### config.mk
export PLATFORM = sky130hd
export DESIGN_NAME = seg7_scan_driver
export DESIGN_NICKNAME = d
export VERILOG_FILES = /design/src/rtl/seg7_scan_driver.sv
export SDC_FILE = /design/constraint.sdc
export NUM_CORES = 1
export LEC_CHECK = 0
export CAP_MARGIN = 20
export CORE_UTILIZATION = 55
export CTS_BUF_LIST = sky130_fd_sc_hd__clkbuf_16
export CTS_CLUSTER_DIAMETER = 50
export DETAILED_ROUTE_END_ITERATION = 10
export GPL_ROUTABILITY_DRIVEN = 1
export HOLD_SLACK_MARGIN = 0.15
export PLACE_DENSITY = 0.89
export SLEW_MARGIN = 20
export SYNTH_ARGS = -nofsm -noshare
export SYNTH_HDL_FRONTEND = slang
export SYNTH_SLANG_ARGS = --single-unit
### constraint.sdc
create_clock -name clk -period 6.75 [get_ports clk]
set_input_delay 1.6875 -clock clk [delete_from_list [all_inputs] [get_ports clk]]
set_output_delay 1.6875 -clock clk [all_outputs]
set_load 0.02 [all_outputs]
### src/rtl/seg7_scan_driver.sv
// Four-digit multiplexed 7-segment scanner with leading-zero blanking.
// New digits wait in a shadow register and are applied only at frame start, so the display never tears.
module seg7_scan_driver #(
  parameter int REFRESH_DIV = 100000,
  parameter bit ACTIVE_LOW  = 1'b1,
  parameter bit BLANK_LZ    = 1'b1
) (
  input  logic       clk,
  input  logic       rst_n,
  input  logic       load,
  input  logic [3:0] fird,
  input  logic [3:0] secd,
  input  logic [3:0] third,
  input  logic [3:0] foud,
  output logic [3:0] an,
  output logic [6:0] seg,
  output logic       dp,
  output logic       pending,
  output logic       commit
);

  localparam int CW = $clog2(REFRESH_DIV);
  localparam logic [CW-1:0] LAST = CW'(REFRESH_DIV - 1);

  typedef enum logic [1:0] {
    S_THOU = 2'd0,
    S_HUND = 2'd1,
    S_TENS = 2'd2,
    S_ONES = 2'd3
  } slot_t;

  slot_t       slot, slot_nxt;
  logic [CW-1:0] div_cnt;
  logic [15:0] cur, pend, cur_nxt;
  logic        tick, frame_start, do_commit;
  logic [3:0]  digit, an_sel, an_on, an_nxt;
  logic [6:0]  seg_on, seg_nxt;
  logic        lead_zero, blank;

  // Active-low {g..a} pattern; anything above 9 shows a dash
  function automatic logic [6:0] seg_low(input logic [3:0] d);
    case (d)
      4'd0:    seg_low = 7'b1000000;
      4'd1:    seg_low = 7'b1111001;
      4'd2:    seg_low = 7'b0100100;
      4'd3:    seg_low = 7'b0110000;
      4'd4:    seg_low = 7'b0011001;
      4'd5:    seg_low = 7'b0010010;
      4'd6:    seg_low = 7'b0000010;
      4'd7:    seg_low = 7'b1111000;
      4'd8:    seg_low = 7'b0000000;
      4'd9:    seg_low = 7'b0010000;
      default: seg_low = 7'b0111111;
    endcase
  endfunction

  assign tick        = (div_cnt == LAST);
  assign frame_start = tick && (slot == S_ONES);
  assign do_commit   = frame_start && pending;
  assign cur_nxt     = do_commit ? pend : cur;

  always_ff @(posedge clk or negedge rst_n) begin
    if (!rst_n)    div_cnt <= '0;
    else if (tick) div_cnt <= '0;
    else           div_cnt <= div_cnt + 1'b1;
  end

  always_ff @(posedge clk or negedge rst_n) begin
    if (!rst_n) slot <= S_ONES;
    else        slot <= slot_nxt;
  end

  always_comb begin
    slot_nxt = slot;
    if (tick) begin
      case (slot)
        S_THOU:  slot_nxt = S_HUND;
        S_HUND:  slot_nxt = S_TENS;
        S_TENS:  slot_nxt = S_ONES;
        default: slot_nxt = S_THOU;
      endcase
    end
  end

  // A load in the commit cycle still lands in pend, so pending stays set
  always_ff @(posedge clk or negedge rst_n) begin
    if (!rst_n) begin
      cur     <= 16'h0000;
      pend    <= 16'h0000;
      pending <= 1'b0;
      commit  <= 1'b0;
    end else begin
      commit <= do_commit;
      if (do_commit) cur <= pend;
      if (load) begin
        pend    <= {fird, secd, third, foud};
        pending <= 1'b1;
      end else if (do_commit) begin
        pending <= 1'b0;
      end
    end
  end

  always_comb begin
    digit     = cur_nxt[3:0];
    an_sel    = 4'b0001;
    lead_zero = 1'b0;
    case (slot_nxt)
      S_THOU: begin
        digit     = cur_nxt[15:12];
        an_sel    = 4'b1000;
        lead_zero = (cur_nxt[15:12] == 4'd0);
      end
      S_HUND: begin
        digit     = cur_nxt[11:8];
        an_sel    = 4'b0100;
        lead_zero = (cur_nxt[15:8] == 8'd0);
      end
      S_TENS: begin
        digit     = cur_nxt[7:4];
        an_sel    = 4'b0010;
        lead_zero = (cur_nxt[15:4] == 12'd0);
      end
      default: begin
        digit     = cur_nxt[3:0];
        an_sel    = 4'b0001;
        lead_zero = 1'b0;
      end
    endcase
    blank   = BLANK_LZ && lead_zero;
    an_nxt  = blank ? 4'b0000 : an_sel;
    seg_nxt = blank ? 7'b0000000 : ~seg_low(digit);
  end

  // Drive is held internally as active-high "lit" and flipped at the pins
  always_ff @(posedge clk or negedge rst_n) begin
    if (!rst_n) begin
      an_on  <= 4'b0000;
      seg_on <= 7'b0000000;
    end else if (tick) begin
      an_on  <= an_nxt;
      seg_on <= seg_nxt;
    end
  end

  assign an  = ACTIVE_LOW ? ~an_on  : an_on;
  assign seg = ACTIVE_LOW ? ~seg_on : seg_on;
  assign dp  = ACTIVE_LOW;

endmodule

# Yosys cells after proc, flatten, opt, wreduce, memory -nomap -nowiden
# Memory sizes are Yosys's and may differ from the RTL's.
# Index checks and enable logic that the tools add are counted.
[word_totals] register_bits=64 romBits=112 in_bits=19 output_inout_bits=14 wordCells=38 n_memories=1
[mem_list] memory="(no name shown)" depth=16 word_bits=7 rd=1 rd_ports_with_merged_regs=0 write_ports=0 line="42" text="case (d)"
[classes] addsub=1 eq_ne=6 mux=11 bitwise=3 n_reduce_logical=8
[ops] cell="$pmux 4 s3" n=2
[ops] cell="$add 17x1->17 const B" n=1
[ops] cell="$eq 17x17->1 const B" n=1
[ops] cell="$mux 17" n=1
[ops] cell="$mux 16" n=1
[ops] cell="$not 7->7" n=2
[ops] cell="$logic_not 12->1" n=1
[ops] cell="$logic_not 8->1" n=1
[ops] cell="$mux 7" n=1
[ops] cell="$eq 2x2->1 const B" n=3
[ops] cell="$pmux 2 s3" n=1
[ops] cell="$eq 2x1->1 const B" n=2
[ops] cell="$logic_not 2->1" n=2
[ops] cell="$logic_not 4->1" n=1
[ops] cell="$mux 4" n=1
[ops] cell="$not 4->4" n=1
[ops] cell="$pmux 1 s3" n=1
[ops] cell="$logic_and 1x1->1" n=2
[ops] cell="$mux 1" n=2
[ops] cell="$mux 2" n=1
[ops] cell="$reduce_bool 2->1" n=1

# Logic depth before layout (Yosys ltp)
# An unclocked memory read counts as a cell.
[depth] word_depth=8 depth_mapped=12 depth_no_buf=11

# Worst setup path after synthesis
# No wires, ideal clock.
[synth_path] kind="reg-to-reg" startpoint="register div_cnt[0]" endpoint="register seg_on[4]" setup_ns=0.122 t_arrival_ns=2.907 required_ns=6.628 slack_ns=3.721 path_stages_with_launch=13 path_buffers=1 synth_period_minus_slack_ns=3.029 path_cell_list="dfrtp_1 -> ha_1 -> and4_1 -> and4_4 -> mux2_2 -> buf_4 -> mux4_2 -> mux2i_1 -> inv_1 -> ha_1 -> mux2i_1 -> nand2_1 -> a32o_1"
[synth_between] elab_cells_between_ends=16
[synth_rtl] item="from (decl)" line="33" text="logic [CW-1:0] div_cnt;"
[synth_rtl] item="from (signal assigned)" line="65" text="else div_cnt <= div_cnt + 1'b1;"
[synth_rtl] item="$eq 17x17->1 *" line="57" text="assign tick = (div_cnt == LAST);"
[synth_rtl] item="$mux 2 *" line="75" text="if (tick) begin"
[synth_rtl] item="via slot_nxt[1]" line="32" text="slot_t slot, slot_nxt;"
[synth_rtl] item="$eq 2x2->1, or another cell as far along" line="108" text="case (slot_nxt)"
[synth_rtl] item="$pmux 4 s3" line="108"
[synth_rtl] item="$mem_v2 16x7"
[synth_rtl] item="$not 7->7" line="132" text="seg_nxt = blank ? 7'b0000000 : ~seg_low(digit);"
[synth_rtl] item="$mux 7 *" line="132"
[synth_rtl] item="to (signal assigned)" line="142" text="seg_on <= seg_nxt;"
[synth_rtl] item="to (decl)" line="37" text="logic [6:0] seg_on, seg_nxt;"
# The timed path passes the listed nets; every way through them passes the cells marked *.
# A chain may end at the register's enable or synchronous reset.

# Final worst setup path
[layout_path] startpoint="register div_cnt[0]" endpoint="register seg_on[4]"
[layout_between] elab_chain_cells=8 elab_cells_between_ends=16
[layout_lines] item="$eq 17x17->1 *" line="57"
[layout_lines] item="$logic_and 1x1->1" line="58" text="assign frame_start = tick && (slot == S_ONES);"
[layout_lines] item="$logic_and 1x1->1" line="59" text="assign do_commit = frame_start && pending;"
[layout_lines] item="$mux 16"
[layout_lines] item="$pmux 4 s3" line="108"
[layout_lines] item="$mem_v2 16x7"
[layout_lines] item="$not 7->7" line="132"
[layout_lines] item="$mux 7" line="132"
# Every way passes the cells marked *; elsewhere a longest branch is shown, timed or not.

==> results_dict.tcl <==
set metrics [dict create \
    drv_slew 0 \
    dp_cells 354 \
    maxCapViolCount 0 \
    dieWidth_microns 77.14 \
    antenna_found_initial 0 \
    grt_setup_unrepaired "false" \
    critPathCaptureType "register" \
    dieArea_sq_um 5951 \
    cts_sinks 64 \
    min_period_over_period_pct 51.90 \
    netlist_instances 261 \
    finalWirelength_mm 5.816 \
    pin_count 33 \
    outcome "finished clean" \
    avgRoutedWirePerCell_microns 15.72 \
    port_buffers 31 \
    path_delay_family "simple AND/OR/NAND/NOR gates" \
    first_iter_violations 164 \
    cts_tree "built" \
    vdd_ir_drop_max_mv 0.1647 \
    switchingPower_w 0.0001752 \
    async_reset_ff_share_pct 100.0 \
    cts_inserted_buffers 9 \
    cp_slowest_stage_delay_ps 560 \
    cp_max_fo 26 \
    hold_class "register to register" \
    clock_path_buffers 2 \
    clk_latency_ps 330 \
    synth_cell_type_count 44 \
    synth_top_flop_cell "dfrtp_1" \
    dr_total_vias 2075 \
    critical_path_class "register to register" \
    setup_viol 0 \
    drc 0 \
    synth-seq-area-share_pct 51.65 \
    r2r-end "seg_on[4]" \
    diodes 0 \
    drtPass1Iterations 4 \
    hp-start "div_cnt[0]" \
    post_cts_resized 0 \
    initial_utilization_pct 58.93 \
    grt_overflow 0 \
    syn_area_per_cell_sq_um 11.90 \
    cp_slowest_cell "mux4_2" \
    crit_chain "ha_1, and4_1, and4_4, nand3_4, mux4_2, mux2i_1, inv_1, ha_1, mux2i_1, nand2_1, a32o_1" \
    r2r_start "div_cnt[0]" \
    cp.depth 11 \
    ys_ff_latch 64 \
    crit_arrival_ps 3710 \
    ctsHoldBuffers 0 \
    grt_max_degree 65 \
    root_buffer "clkbuf_16" \
    viasPerCell 5.608 \
    design.core.area_sq_um 5270 \
    htree_levels 3 \
    ant_nets 0 \
    rows 26 \
    fin_cells 370 \
    dp_hpwl_mm 3.952 \
    clkSlewWorstSetupHoldPaths_ps 50 \
    final_common_cell "dfrtp_1" \
    crit_buf_inv 1 \
    p_int_w 0.0006925 \
    seqPwrFrac_pct 46.6 \
    period_needed_ps 3503 \
    tightest_slew_ps 783.4 \
    finalNetCount 323 \
    reg2reg_depth 11 \
    synth_nets 289 \
    drive_gt1_share_pct 18.67 \
    maxSlewHeadroom_pct 47.78 \
    start_kind "register" \
    gp_congestion 0.7784 \
    finalHoldViolCount 0 \
    fin_tns_setup_ps 0 \
    area_growth_pct 20.31 \
    syn-cell-area_sq_um 3105 \
    switching_share_pct 20.19 \
    clkPwrFrac_pct 49.7 \
    grt_use_total_pct 22.27 \
    power_leakage_nw 1.801 \
    crit_required_ps 6960 \
    pwr-share-comb_pct 3.8 \
    final.setup_skew_ps 4.997 \
    hold_path_depth 1 \
    grt_pass1_vias 2100 \
    power_density_nw_per_um2 232.2 \
    grt_pass1_wl_mm 10.04 \
    mostFrequentLayoutCells "dfrtp_1, nand2_1, clkdlybuf4s50_1, mux2_2, inv_1" \
    reg2reg_slack_ps 3250 \
    min_to "div_cnt[0]" \
    synth_edf_count 0 \
    postCtsSetupBuffers 0 \
    max_freq_mhz 285.5 \
    yosys_warnings 0 \
    fp.dieH_microns 77.14 \
]
==> worst register-to-register path, cell delays in order, from the launching register on <==
cell,delay (ps)
dfrtp_1,380
ha_1,210
and4_1,300
and4_4,440
nand3_4,330
mux4_2,560
mux2i_1,350
inv_1,150
ha_1,230
mux2i_1,130
nand2_1,70
a32o_1,240
==> stage by stage <==
step                cell area [sq um]  setup slack (ps)  power (W)  hold WS (ps)  utilization, %
detailed placement               3456              3244  0.0004432         474.4           65.57
finish                           3736              3247  0.0008677         486.6           70.89
floorplan                        3105              3721  0.0004208         440.6               -
global placement                 3456              3381  0.0004416         456.4           65.57
CTS                              3736              3250  0.0008764         485.9           70.89
global route                     3736              2979  0.0008983         509.0           70.89
==> routing by layer <==
metal | vias to the layer above | routed length (microns) | global-route usage, %
met4 | 0 | 74 | 9.623
li1 | 966 | - | -
met1 | 1057 | 2670 | 29.28
met2 | 44 | 2865 | 34.51
met5 | - | 0 | 0
met3 | 8 | 205 | 6.190
==> cell usage after synthesis (2+ instances only) <==
cell type / number / share of area [%]
mux2_2: 25 / 9.1
nand4_1: 2 / 0.40
inv_1: 16 / 1.9
and2_1: 2 / 0.40
mux4_2: 6 / 4.4
ha_1: 9 / 3.6
dfstp_2: 2 / 1.7
dfrtp_1: 62 / 50
o21ai_1: 4 / 0.64
mux2i_1: 7 / 2.3
xnor2_1: 7 / 2.0
and4bb_1: 2 / 0.81
nand2_1: 38 / 4.6
mux2i_4: 2 / 1.5
xor2_1: 8 / 2.3
buf_4: 2 / 0.48
o41ai_1: 4 / 1.1
clkbuf_1: 5 / 0.60
a22o_1: 2 / 0.56
o22ai_1: 5 / 1.0
and3_1: 6 / 1.2
nor2_1: 15 / 1.8
nand3_1: 9 / 1.5
==> power by group through the flow <==
stage	combinational [W]	sequential [W]	clock, W
after floorplan	0.0000151	0.000406	0
after global placement	0.0000325	0.000409	0
after detailed placement	0.0000336	0.000410	0
after CTS	0.0000336	0.000404	0.000439
after global routing	0.0000364	0.000405	0.000457
final	0.0000328	0.000404	0.000431
==> worst max path at each step <==
stage / start / endpoint
2_1_floorplan: div_cnt[0] / seg_on[4]
3_3_place_gp: div_cnt[0] / seg_on[4]
3_5_place_dp: div_cnt[0] / seg_on[4]
4_1_cts: div_cnt[0] / seg_on[4]
5_1_grt: div_cnt[0] / seg_on[3]
6_report: div_cnt[0] / seg_on[4]
==> cell type report <==
cell class | count | area [sq um]
inverter | 17 | 63.81
sequential | 64 | 1604
fill | 360 | 1534
tap | 70 | 87.58
clock inverter | 7 | 55.05
multi-input combinational | 171 | 1388
timing repair buffer | 32 | 312.8
clock buffer | 9 | 225.2
==> logic make-up after synthesis <==
family                   synth area share, %
buffers and inverters                  3.666
multiplexers                           17.97
adder cells (fa/ha/maj)                3.626
AO/OA/AOI/OAI                          5.721
AND/OR/NAND/NOR                        13.01
XOR/XNOR                               4.231
flip-flops                             51.65
other                                 0.1208
==> state kept, by name, indices dropped and copies added, names as in the netlist <==
signal and flops:
pending 1, an_on 4, commit 1, seg_on 7
div_cnt 17, pend 16, slot 2, cur 16
Note: power is estimated with default switching activity, not from simulation.
